$ cat src/rtl/switch_debouncer.sv
// Two-flop synchronizer plus per-bit stability counter for the slide-switch bank.
// Level and rise/fall pulses appear DEBOUNCE_CYCLES+2 edges after the pin settles; no backpressure, outputs are level/pulse only.
module switch_debouncer #(
  parameter int N               = 10,
  parameter int DEBOUNCE_CYCLES = 500000
) (
  input  logic         clk,
  input  logic         rst_n,
  input  logic [N-1:0] SW,
  output logic [N-1:0] sw_clean,
  output logic [N-1:0] sw_rise,
  output logic [N-1:0] sw_fall,
  output logic         sw_changed
);

  localparam int CNT_W = (DEBOUNCE_CYCLES > 1) ? $clog2(DEBOUNCE_CYCLES) : 1;
  localparam logic [CNT_W-1:0] CNT_MAX = CNT_W'(DEBOUNCE_CYCLES - 1);

  typedef enum logic {
    IDLE     = 1'b0,
    COUNTING = 1'b1
  } slice_state_t;

  logic [N-1:0]     s1;
  logic [N-1:0]     s2;
  logic [CNT_W-1:0] cnt     [N];
  logic [CNT_W-1:0] cnt_nxt [N];
  slice_state_t     state   [N];
  logic [N-1:0]     clean_nxt;
  logic [N-1:0]     rise_nxt;
  logic [N-1:0]     fall_nxt;
  logic             changed_nxt;

  // A slice is counting whenever the synchronized pin disagrees with the
  // accepted level; agreeing again at any point restarts the stability timer.
  always_comb begin
    clean_nxt = sw_clean;
    rise_nxt  = '0;
    fall_nxt  = '0;
    for (int i = 0; i < N; i++) begin
      cnt_nxt[i] = '0;
      state[i]   = (s2[i] != sw_clean[i]) ? COUNTING : IDLE;
      if (state[i] == COUNTING) begin
        if (cnt[i] == CNT_MAX) begin
          clean_nxt[i] = s2[i];
          rise_nxt[i]  = s2[i];
          fall_nxt[i]  = ~s2[i];
        end else begin
          cnt_nxt[i] = cnt[i] + 1'b1;
        end
      end
    end
    changed_nxt = |(rise_nxt | fall_nxt);
  end

  always_ff @(posedge clk) begin
    if (!rst_n) begin
      s1         <= '0;
      s2         <= '0;
      sw_clean   <= '0;
      sw_rise    <= '0;
      sw_fall    <= '0;
      sw_changed <= 1'b0;
      for (int i = 0; i < N; i++) begin
        cnt[i] <= '0;
      end
    end else begin
      s1         <= SW;
      s2         <= s1;
      sw_clean   <= clean_nxt;
      sw_rise    <= rise_nxt;
      sw_fall    <= fall_nxt;
      sw_changed <= changed_nxt;
      for (int i = 0; i < N; i++) begin
        cnt[i] <= cnt_nxt[i];
      end
    end
  end

endmodule

$ cat config.mk
export PLATFORM = sky130hd
export DESIGN_NAME = switch_debouncer
export DESIGN_NICKNAME = d
export VERILOG_FILES = /design/src/rtl/switch_debouncer.sv
export SDC_FILE = /design/constraint.sdc
export NUM_CORES = 1
export LEC_CHECK = 0
export CORE_MARGIN = 5
export CORE_UTILIZATION = 45
export CTS_CLUSTER_DIAMETER = 60
export DETAILED_ROUTE_END_ITERATION = 10
export DONT_BUFFER_PORTS = 1
export PLACE_DENSITY_LB_ADDON = 0.05
export SYNTH_ARGS = -nofsm -noshare
export SYNTH_HDL_FRONTEND = slang
export SYNTH_SLANG_ARGS = --single-unit
$ cat constraint.sdc
create_clock -name clk -period 5.2 [get_ports clk]
set_input_delay 1.04 -clock clk [delete_from_list [all_inputs] [get_ports clk]]
set_output_delay 1.04 -clock clk [all_outputs]
set_load 0.01 [all_outputs]
=== Yosys cells after proc, flatten, opt, wreduce, memory -nomap -nowiden ===
Memory sizes are Yosys's and may differ from the RTL's.
Index checks and enable logic that the tools add are counted.
Widths: inputs -> output; s select.

* Register bits: 51
* Bits in latches: 0
* RAM bits: 190
* Memory bits (read-only): 0
* Input port bits: 12
* Logic and storage cells: 160
* Memories: 1

{| class="wikitable"
|+ Memory list
! name !! depth !! bits a word !! rd ports !! clocked after memory_dff !! write ports !! RTL line !! source
|-
| cnt || 10 || 19 || 10 || 0 || 10 || 26 || <nowiki>logic [CNT_W-1:0] cnt [N];</nowiki>
|}

* $add $sub $neg: 10
* $mul: 0
* Div/mod/pow operators: 0
* $lt $le $gt $ge: 0
* Eq/ne operators: 20
* Shift operators: 0
* Multiplexer cells: 82
* Bitwise operators: 21
* Reductions and logical operators: 11

{| class="wikitable"
|+ Operators with widths
! cell !! count
|-
| $mux 19 || 30
|-
| $add 19x1->19 const B || 10
|-
| $eq 19x19->1 const B || 10
|-
| $mux 1 || 52
|-
| $reduce_and 2->1 || 10
|-
| $ne 1x1->1 || 10
|-
| $not 1->1 || 10
|-
| $or 1x1->1 || 10
|-
| $or 10x10->10 || 1
|-
| $reduce_or 10->1 || 1
|}

=== Depth between registers and ports, before layout ===
Gate-level depths: netlist of the first run.

* Depth in word-level cells: 5
* Mapped depth: 8
* Gate-level depth less buffers: 6

=== Worst setup path after synthesis of the first run ===
OpenSTA, ideal clock, no wires.

* Path kind: input port to flip-flop
* Start point: input port rst_n
* End point: memory cnt[4][16] in the netlist's numbering
* Library setup time: 0.065 ns
* Data arrival time: 2.116 ns
* Path slack: 3.019 ns
* Cell stages on the path: 5
* Path through: clkbuf_1 buf_2 nand3b_1 clkbuf_1 nor2_1

{| class="wikitable"
|+ RTL lines
! what !! RTL line !! source
|-
| start: declaration || 8 || <nowiki>input logic rst_n,</nowiki>
|-
| end: declaration || 26 ||
|}

==> out/results.txt, run 1 <==
Most frequent cells in the layout - nor2_1 (241), dfxtp_1 (241), xor2_1 (93), nand2_1 (82), xnor2_1 (82)
CP cell instances - ha_1, nand4_1, or4b_1, nor2_2, or3_1, nor2_1
Setup TNS - 0 ps
Critical path depth in cells - 6
Post-Synthesis Cells - 1102
CTS tree - yes
Final number of setup-violating endpoints - 0
Synth Warn # - 0
Total gr overflow - 0
Reg area - 4820 µm²
Most area-consuming cells after synthesis - dfxtp_1 (48%), nor2_1 (9.1%), xor2_1 (8.2%)
Routed vias/inst - 4.98
Final hold vios - 0
HPWL after detailed placement - 12600 µm
R2R Setup Slk - 2860 ps
FP Rows - 54
Post-CTS resize count - 0
Buf/Inv on CP - 0
Synth Register Bits - 241
CTS Buffer Depth - 3
Routed Antenna Nets - 0
Length of routed met3 wiring - 698 µm
Critical Path Sink Type - flop
Slew HR - 40.5%
WL per Instance - 13.1 µm
Root buffer cell - clkbuf_16
Unique masters post-synth - 49
Synth Area per Inst - 9.03 µm²
Status - finished, final reports clean
PortBufs - 0
Clock slew at reported path FFs - 50 ps
Vias in the first global route - 6493
Clk_lat worst skew - 520 ps
Gpl congestion - 0.762
Layout Skew - 10.5 ps
Post-synth top area share - 48.5%
FILL cells - 2069
Final cell count without fillers - 1410
TritonRoute pass-1 iters - 4
ANT cells - 0
Post-CTS Setup Bufs - 0
WP data arrival - 2720 ps
Metal-1 WL - 9250 µm
Worst Max-Slew Pin Slew - 884 ps
CP top delay family - simple AND/OR/NAND/NOR gates
GRT Util Overall - 14.2%
Largest net degree at the start of global routing - 42
Setup WS post-layout - 2860 ps
Worst setup SP type - flop
CP max stage delay - 580 ps
Residual DRC - 0
Chip width - 159 µm
CTS H-tree lvls - 1
RSZ-0062 raised after global routing - no
Num CTS Buffers - 28
Slowest-stage cell, CP - or4b_1
Reg2reg path depth - 6
Final Instance Area - 11100 µm²
Initial Util - 45.6%
Pwr/cell area - 343 nW/µm²
Vias - 7028
Hold depth - 1
DRT Wirelength - 18500 µm
Die Ht - 159 µm
Worst endpoint required time - 5580 ps
Dpl cells - 1361
Clock sinks - 241
Synthesized cell area - 9960 µm²
Area leader, netlist - dfxtp_1
NumNets Final - 1133
Final worst path period share - 44.9%
Crit Path Class - flop to flop
Area Overhead vs Synth - 11.5%
Mapped Nets - 1124
DR top layer - met4
First-pass GRT wire length - 31500 µm
I/O pins - 43
DP Area - 10200 µm²
DR WL met2 - 8160 µm
Leakage dissipation - 3.53 nW
Number of antenna violations at the first check in global routing - 0
Hold Crit Class - flop to flop
Dpl ws - 2830 ps
Fin Hold WS - 430 ps
Share of the yosys chip area belonging to registers - 48.5%
Share of layout cells above drive strength 1 - 5.75%
Fin. max-slew vios - 0
Final Core Density - 50.9%
Drt first-iter violations - 303
CTS hold repair buffers - 0
Design Power - 3.81 mW
CORE AREA - 21800 µm²
Die ar. - 25200 µm²
Max Cap Viol - 0
CP max FO - 19
Multi-input logic area - 4880 µm²
Peak supply drop - 0.248 mV
Minimum clock period - 2340 ps
Peak Freq - 428 MHz
## power breakdown
group          leakage (nW)  internal, mW  switching (mW)  total [mW]
Combinational          1.13       0.00863          0.0189      0.0275
Clock                 0.454          1.18           0.738        1.92
Sequential             1.95          1.86         0.00736        1.86
Total                  3.53          3.04           0.764        3.81
## worst paths after layout
kind	start	endpoint
worst max-delay path	cnt[2][0]	cnt[2][10]
worst min-delay path	s1[9]	s2[9]
worst max register to register	cnt[2][0]	cnt[2][10]
worst min register to register	s1[9]	s2[9]
## worst reg2reg max path, stage by stage (launching register included)
cell	delay, ps
dfxtp_1	370
ha_1	210
nand4_1	210
or4b_1	580
nor2_2	160
or3_1	540
nor2_1	120
## cell type report
| cell class | instances | share of cell area, % |
|---|---|---|
| multi-input cells | 808 | 44.0 |
| clock inverters | 5 | 0.519 |
| clock buffers | 44 | 7.77 |
| well taps | 280 | 3.16 |
| inverters | 32 | 1.08 |
| flip-flops and latches | 241 | 43.5 |
## registers in the layout (all words and copies together) (netlist names)
signal,flops
cnt,190
s1,10
s2,10
sw_changed,1
sw_clean,10
sw_fall,10
sw_rise,10
## Yosys cell counts (all sizes together)
master	number
nor3b	19
nand2	82
or3	11
a222oi	1
ha	10
and4b	3
nor4	16
and4	11
and2	22
a2111oi	1
inv	32
a21oi	12
and3	17
nand3b	4
xor2	93
nand4bb	1
nand4	40
nand4b	4
nor4b	10
mux2i	4
nor4bb	4
o21ai	11
xnor2	82
clkbuf	13
nor3	21
o211ai	5
and3b	1
o32ai	1
buf	8
nand2b	1
dfxtp	241
or2	7
or4b	4
or4	3
o22ai	2
nor2	242
nand3	63
## metal layers
metal  up-vias  global-route usage [%]
met5         -                       0
met4         0                    3.52
met3        31                    2.77
met2        90                    22.7
met1      3190                    19.9
li1       3717                       -
## cells by family after synthesis
| logic type | Yosys count | synth area share, % |
|---|---|---|
| fa+ha+maj | 10 | 1.26 |
| mux | 4 | 0.402 |
| flops | 241 | 48.5 |
| xor+xnor | 175 | 15.4 |
| compound gates | 33 | 2.19 |
| buf+inv | 53 | 2.48 |
| simple gates | 586 | 29.8 |
Power figures use the tool's default switching activity.
==> inputs of run 2 (changes only) <==
Settings changed: ABC_AREA from default to 1.
Clock period 5.2 ns to 2.4 ns, I/O delays scaled along.
==> run 2 against run 1 <==
  * Register-to-register slack got worse by 2400 ps
  * First-iteration DRC count rose by 48%
  * Wire length rose by 15%
  * Critical path depth rose by 3
  * Clock power rose by 130%
  * Cell count rose by 28%
  * Highest routed layer unchanged
  * Hold slack got worse by 390 ps
  * Die area rose by 8.2%
  * Critical path type unchanged
  * Non-clock buffer count rose by 6
  * Global-route usage rose by 1.9 points
==> out/results.txt, run 2 <==
Status - finished, final reports clean
CTS Buffer Depth - 3
Peak supply drop - 0.467 mV
Final hold vios - 0
Routed Antenna Nets - 0
Hold depth - 2
Dpl cells - 1758
Final cell count without fillers - 1811
Crit Path Class - flop to flop
Unique masters post-synth - 48
Post-synth top area share - 44.6%
Minimum clock period - 1910 ps
Top cell by count, worst path - nand2_1
Root buffer cell - clkbuf_16
DP Area - 11200 µm²
Peak Freq - 524 MHz
Share of the yosys chip area belonging to registers - 44.6%
Global routing's busiest layer - met2
Pwr/cell area - 701 nW/µm²
Dpl ws - 508 ps
Total gr overflow - 0
Multi-input logic area - 5100 µm²
Num CTS Buffers - 29
R2R Setup Slk - 490 ps
CORE AREA - 23600 µm²
Buf/Inv on CP - 2
Final Core Density - 51.5%
Synthesized cell area - 10800 µm²
Clock slew at reported path FFs - 60 ps
PortBufs - 0
I/O pins - 43
Worst R2R Start - cnt[4][0]
Worst flop-to-flop path endpoint - cnt[4][15]
Most area-consuming cells after synthesis - dfxtp_1 (45%), nand2_1 (8.9%), nor2_1 (7.4%)
Min-delay src - SW[8]
Initial Util - 45.8%
Mapped Nets - 1470
Post-CTS Setup Bufs - 0
Largest net degree at the start of global routing - 39
Top FF cell, synth - dfxtp_1
Worst Max-Slew Pin Slew - 496 ps
Slowest-stage cell, CP - dfxtp_1
Area Overhead vs Synth - 12.4%
Vias - 8687
ANT cells - 0
Setup TNS - 0 ps
Leakage dissipation - 4.54 nW
Fin. max-slew vios - 0
Gpl congestion - 0.794
Clock sinks - 241
RSZ-0062 raised after global routing - no
Most flop-heavy register - cnt
CTS tree - yes
Area leader, netlist - dfxtp_1
Critical Path Sink Type - flop
Hold Crit Class - input port to flop
Most common cell after layout, fill and taps aside - nand2_1
Die ar. - 27300 µm²
DRT Wirelength - 21300 µm
Slew HR - 66.7%
Worst endpoint required time - 2820 ps
First-pass GRT wire length - 37400 µm
Chip width - 165 µm
Max reg flops - 190
Async SR Flop Fraction - 0%
FILL cells - 2294
Clk_lat worst skew - 540 ps
Final number of setup-violating endpoints - 0
CTS H-tree lvls - 1
Most frequent cells in the layout - nand2_1 (257), dfxtp_1 (241), nor2_1 (213), inv_1 (211), nand3_1 (100)
CTS hold repair buffers - 0
Die Ht - 165 µm
NumNets Final - 1492
Drt first-iter violations - 449
CP cell instances - ha_1, nand3_1, nor3_1, nand2_1, nand2_1, buf_4, nor2_1, o21ai_1, inv_1
Reg2reg path depth - 9
Met2 GRT Util - 26.3%
Max Cap Viol - 0
Met1 Track Usage GR - 22.1%
WP data arrival - 2330 ps
Synth Warn # - 0
WL per Instance - 11.8 µm
Worst setup SP type - flop
Final worst path period share - 79.5%
M3 GR Usage - 3.13%
CP max stage delay - 400 ps
Post-Synthesis Cells - 1448
Synth top cells by count - nand2_1 (257), dfxtp_1 (241), nor2_1 (213)
Post-CTS resize count - 0
Synth Area per Inst - 7.48 µm²
HPWL after detailed placement - 15700 µm
CP top delay family - simple AND/OR/NAND/NOR gates
Hold endpoint - s1[8]
Routed vias/inst - 4.80
Share of layout cells above drive strength 1 - 9.58%
Residual DRC - 0
Reg area - 4820 µm²
Setup WS post-layout - 493 ps
CP max FO - 8
Top-count cell post-synth - nand2_1
Synth Register Bits - 241
Number of antenna violations at the first check in global routing - 0
FP Rows - 56
Number of synthesized flops with an enable pin - 0
TritonRoute pass-1 iters - 5
Final Instance Area - 12200 µm²
Layout Skew - 10.8 ps
Vias in the first global route - 8153
GRT Util Overall - 16.1%
[run 2: changes by cell type in the layout (fill, tap and decap cells not counted), moves of 22 or more]
cell | before | now
nand3_1 | 63 | 100
inv_1 | 32 | 211
nor2_1 | 241 | 213
nor3_1 | 21 | 61
xor2_1 | 93 | 54
xnor2_1 | 82 | 19
a21oi_1 | 12 | 66
nand2_1 | 82 | 257
o21ai_0 | 11 | 33
[run 2: report_power, final]
group	switching [mW]	total, mW	internal, mW
Combinational	0.0536	0.0769	0.0232
Clock	1.76	4.42	2.66
Sequential	0.0127	4.03	4.02
Total	1.83	8.53	6.70
[run 2: final cells by class]
type,count,share of cell area [%]
repair buffers,6,0.370
clock buffers,33,6.34
well taps,319,3.28
inverters,215,6.64
clock inverters,20,1.79
multi-input cells,977,41.9
flip-flops and latches,241,39.7
[run 2: through the flow]
stage	hold slack, ps	power (mW)
after floorplan	390	4.19
after global placement	393	4.20
after detailed placement	399	4.20
after CTS	8.22	8.69
after global routing	21.2	8.90
final	43.5	8.53
[run 2: per-layer routing]
metal	wire (µm)	vias up
met5	0	-
met4	394	0
met3	1040	31
met2	9400	124
met1	10500	3854
li1	-	4678
[run 2: cell families (layout without fill, tap and decap cells)]
group                    count (synthesis)  after routing  share of synthesized area, %
AO/OA/AOI/OAI                          128            128                          6.57
XOR/XNOR                                73             73                          5.91
adder cells (fa/ha/maj)                 10             10                          1.16
buffers and inverters                  230            274                          8.31
flip-flops                             241            241                          44.6
AND/OR/NAND/NOR                        766            766                          33.5
[run 2: how the worst max path moves through the flow]
stage	startpoint	to	slack, ps	cells past startpoint
final	cnt[4][0]	cnt[4][15]	490	9
after floorplan	cnt[2][0]	cnt[2][18]	910	8
after global routing	cnt[4][0]	cnt[4][15]	320	9
after global placement	cnt[4][0]	cnt[4][15]	510	9
after detailed placement	cnt[4][0]	cnt[4][15]	510	9
after CTS	cnt[4][0]	cnt[4][15]	460	9
==> inputs of run 3 (changes only) <==
Clock period 2.4 ns to 1.7 ns, I/O delays scaled along.
==> run 3 against run 2 <==
  * First-iteration DRC count grew 8.2%
  * Cell count rose by 2.9%
  * Wire length rose by 6.2%
  * Clock power up 42%
  * Critical path depth fell by 2
  * Die area did not move
  * Fmax increased by 17%
  * Setup slack worse by 430 ps
  * Critical path type unchanged
  * Largest power group unchanged
==> out/results.txt, run 3 (synthesis results as in run 2) <==
Die Ht - 165 µm
Final worst path period share - 96.0%
Dpl ws - 29.6 ps
Max Cap Viol - 0
Residual DRC - 0
Pwr/cell area - 945 nW/µm²
CP cell instances - ha_2, nand3_2, nor3_4, nand4_1, or2_1, o21ai_0, nor2_1
Gpl congestion - 0.830
Area Overhead vs Synth - 18.7%
ANT cells - 0
Hold Crit Class - input port to flop
Drt first-iter violations - 486
CP top delay family - simple AND/OR/NAND/NOR gates
Peak Freq - 613 MHz
PortBufs - 0
Leakage dissipation - 4.84 nW
FP Rows - 56
Clock slew at reported path FFs - 60 ps
R2R Setup Slk - 70 ps
Most common cell after layout, fill and taps aside - nand2_1
RSZ-0062 raised after global routing - yes
Clk_lat worst skew - 540 ps
Status - finished, final reports clean
HPWL after detailed placement - 15900 µm
Peak supply drop - 1.04 mV
Setup WS post-layout - 67.4 ps
TritonRoute pass-1 iters - 6
CP max stage delay - 330 ps
WP data arrival - 2060 ps
Total gr overflow - 0
NumNets Final - 1544
Initial Util - 45.8%
Layout Skew - 10.2 ps
Buf/Inv on CP - 0
Slowest-stage cell, CP - dfxtp_1
Vias - 8820
Critical Path Sink Type - flop
Min-delay src - rst_n
Share of layout cells above drive strength 1 - 14.2%
WL per Instance - 12.1 µm
Worst setup SP type - flop
Crit Path Class - flop to flop
Worst endpoint required time - 2130 ps
Vias in the first global route - 8332
Final hold vios - 0
CTS tree - yes
Fin Hold WS - 97.3 ps
Most frequent cells in the layout - nand2_1 (252), dfxtp_1 (235), inv_1 (211), nor2_1 (204), nand3_1 (99)
Routed vias/inst - 4.73
Slew HR - 67.8%
CORE AREA - 23600 µm²
Fin. max-slew vios - 0
Crit. Startpoint - cnt[2][1]
CTS Buffer Depth - 3
CP max FO - 3
Number of antenna violations at the first check in global routing - 0
I/O pins - 43
Clock sinks - 241
Worst Max-Slew Pin Slew - 482 ps
Worst R2R Start - cnt[2][1]
FILL cells - 2255
CTS H-tree lvls - 1
Num CTS Buffers - 29
Most flop-heavy register - cnt
First-pass GRT wire length - 38600 µm
GRT Util Overall - 16.7%
Max reg flops - 190
Routed Antenna Nets - 0
Final number of setup-violating endpoints - 0
Largest net degree at the start of global routing - 33
DRT Wirelength - 22600 µm
Chip width - 165 µm
Die ar. - 27300 µm²
Root buffer cell - clkbuf_16
Minimum clock period - 1630 ps
==> run 3: cell count changes in the layout (fill, tap and decap cells not counted), sizes merged <==
cell	delta
buf	+41
dlygate4sd3	+11
clkbuf	+6
clkinv	-2
clkinvlp	-2
inv	-1
==> run 3: path summary, 6_finish.rpt <==
path | end | cells after the start
worst max-delay path | cnt[2][14] | 7
worst min-delay path | cnt[2][10] | 4
worst max register to register | cnt[2][14] | 7
worst min register to register | s2[0] | 2
==> run 3: area by class of cell <==
class	count	area (µm²)	share of cell area, %
inverters	215	812	6.32
clock inverters	15	163	1.27
repair buffers	58	488	3.80
multi-input cells	977	5320	41.4
clock buffers	39	833	6.49
well taps	319	399	3.11
flip-flops and latches	241	4830	37.6
==> run 3: where the power goes <==
group / leakage [nW] / internal, mW / total [mW] / switching (mW)
Clock: 0.500 / 3.89 / 6.28 / 2.39
Combinational: 2.39 / 0.0654 / 0.167 / 0.102
Sequential: 1.95 / 5.68 / 5.70 / 0.0191
==> run 3: timing repair <==
item | 4_1_cts | 5_1_grt
hold endpoints to repair | 34 | 0
setup buffers | 0 | 12
resized for setup | 0 | 57
setup endpoints to repair | 0 | 169
hold buffers | 12 | 0
==> run 3: metrics by stage <==
stage                     util, %  instance area [µm²]  power [mW]  setup TNS [ps]  cells
after CTS                    53.0                12500        12.3               0   1852
final                        54.4                12800        12.1               0   1864
after detailed placement     48.3                11400        5.94               0   1786
after global placement       48.3                11400        5.94               0   1786
after global routing         54.4                12800        12.6            -138   1864
after floorplan                 -                10800        5.91               0   1448
==> run 3: layer usage <==
metal | wire, µm | GRT usage [%] | vias to the layer above
li1 | - | - | 4768
met1 | 11300 | 23.0 | 3929
met4 | 455 | 3.89 | 0
met3 | 769 | 2.93 | 32
met2 | 10100 | 27.6 | 91
met5 | 0 | 0 | -
==> run 3: worst reg2reg max path: cells and delay by family, from the launching register on <==
family	cells	cell delay [ps]
compound gates	1	160
simple gates	5	840
fa+ha+maj	1	190
flops	1	330
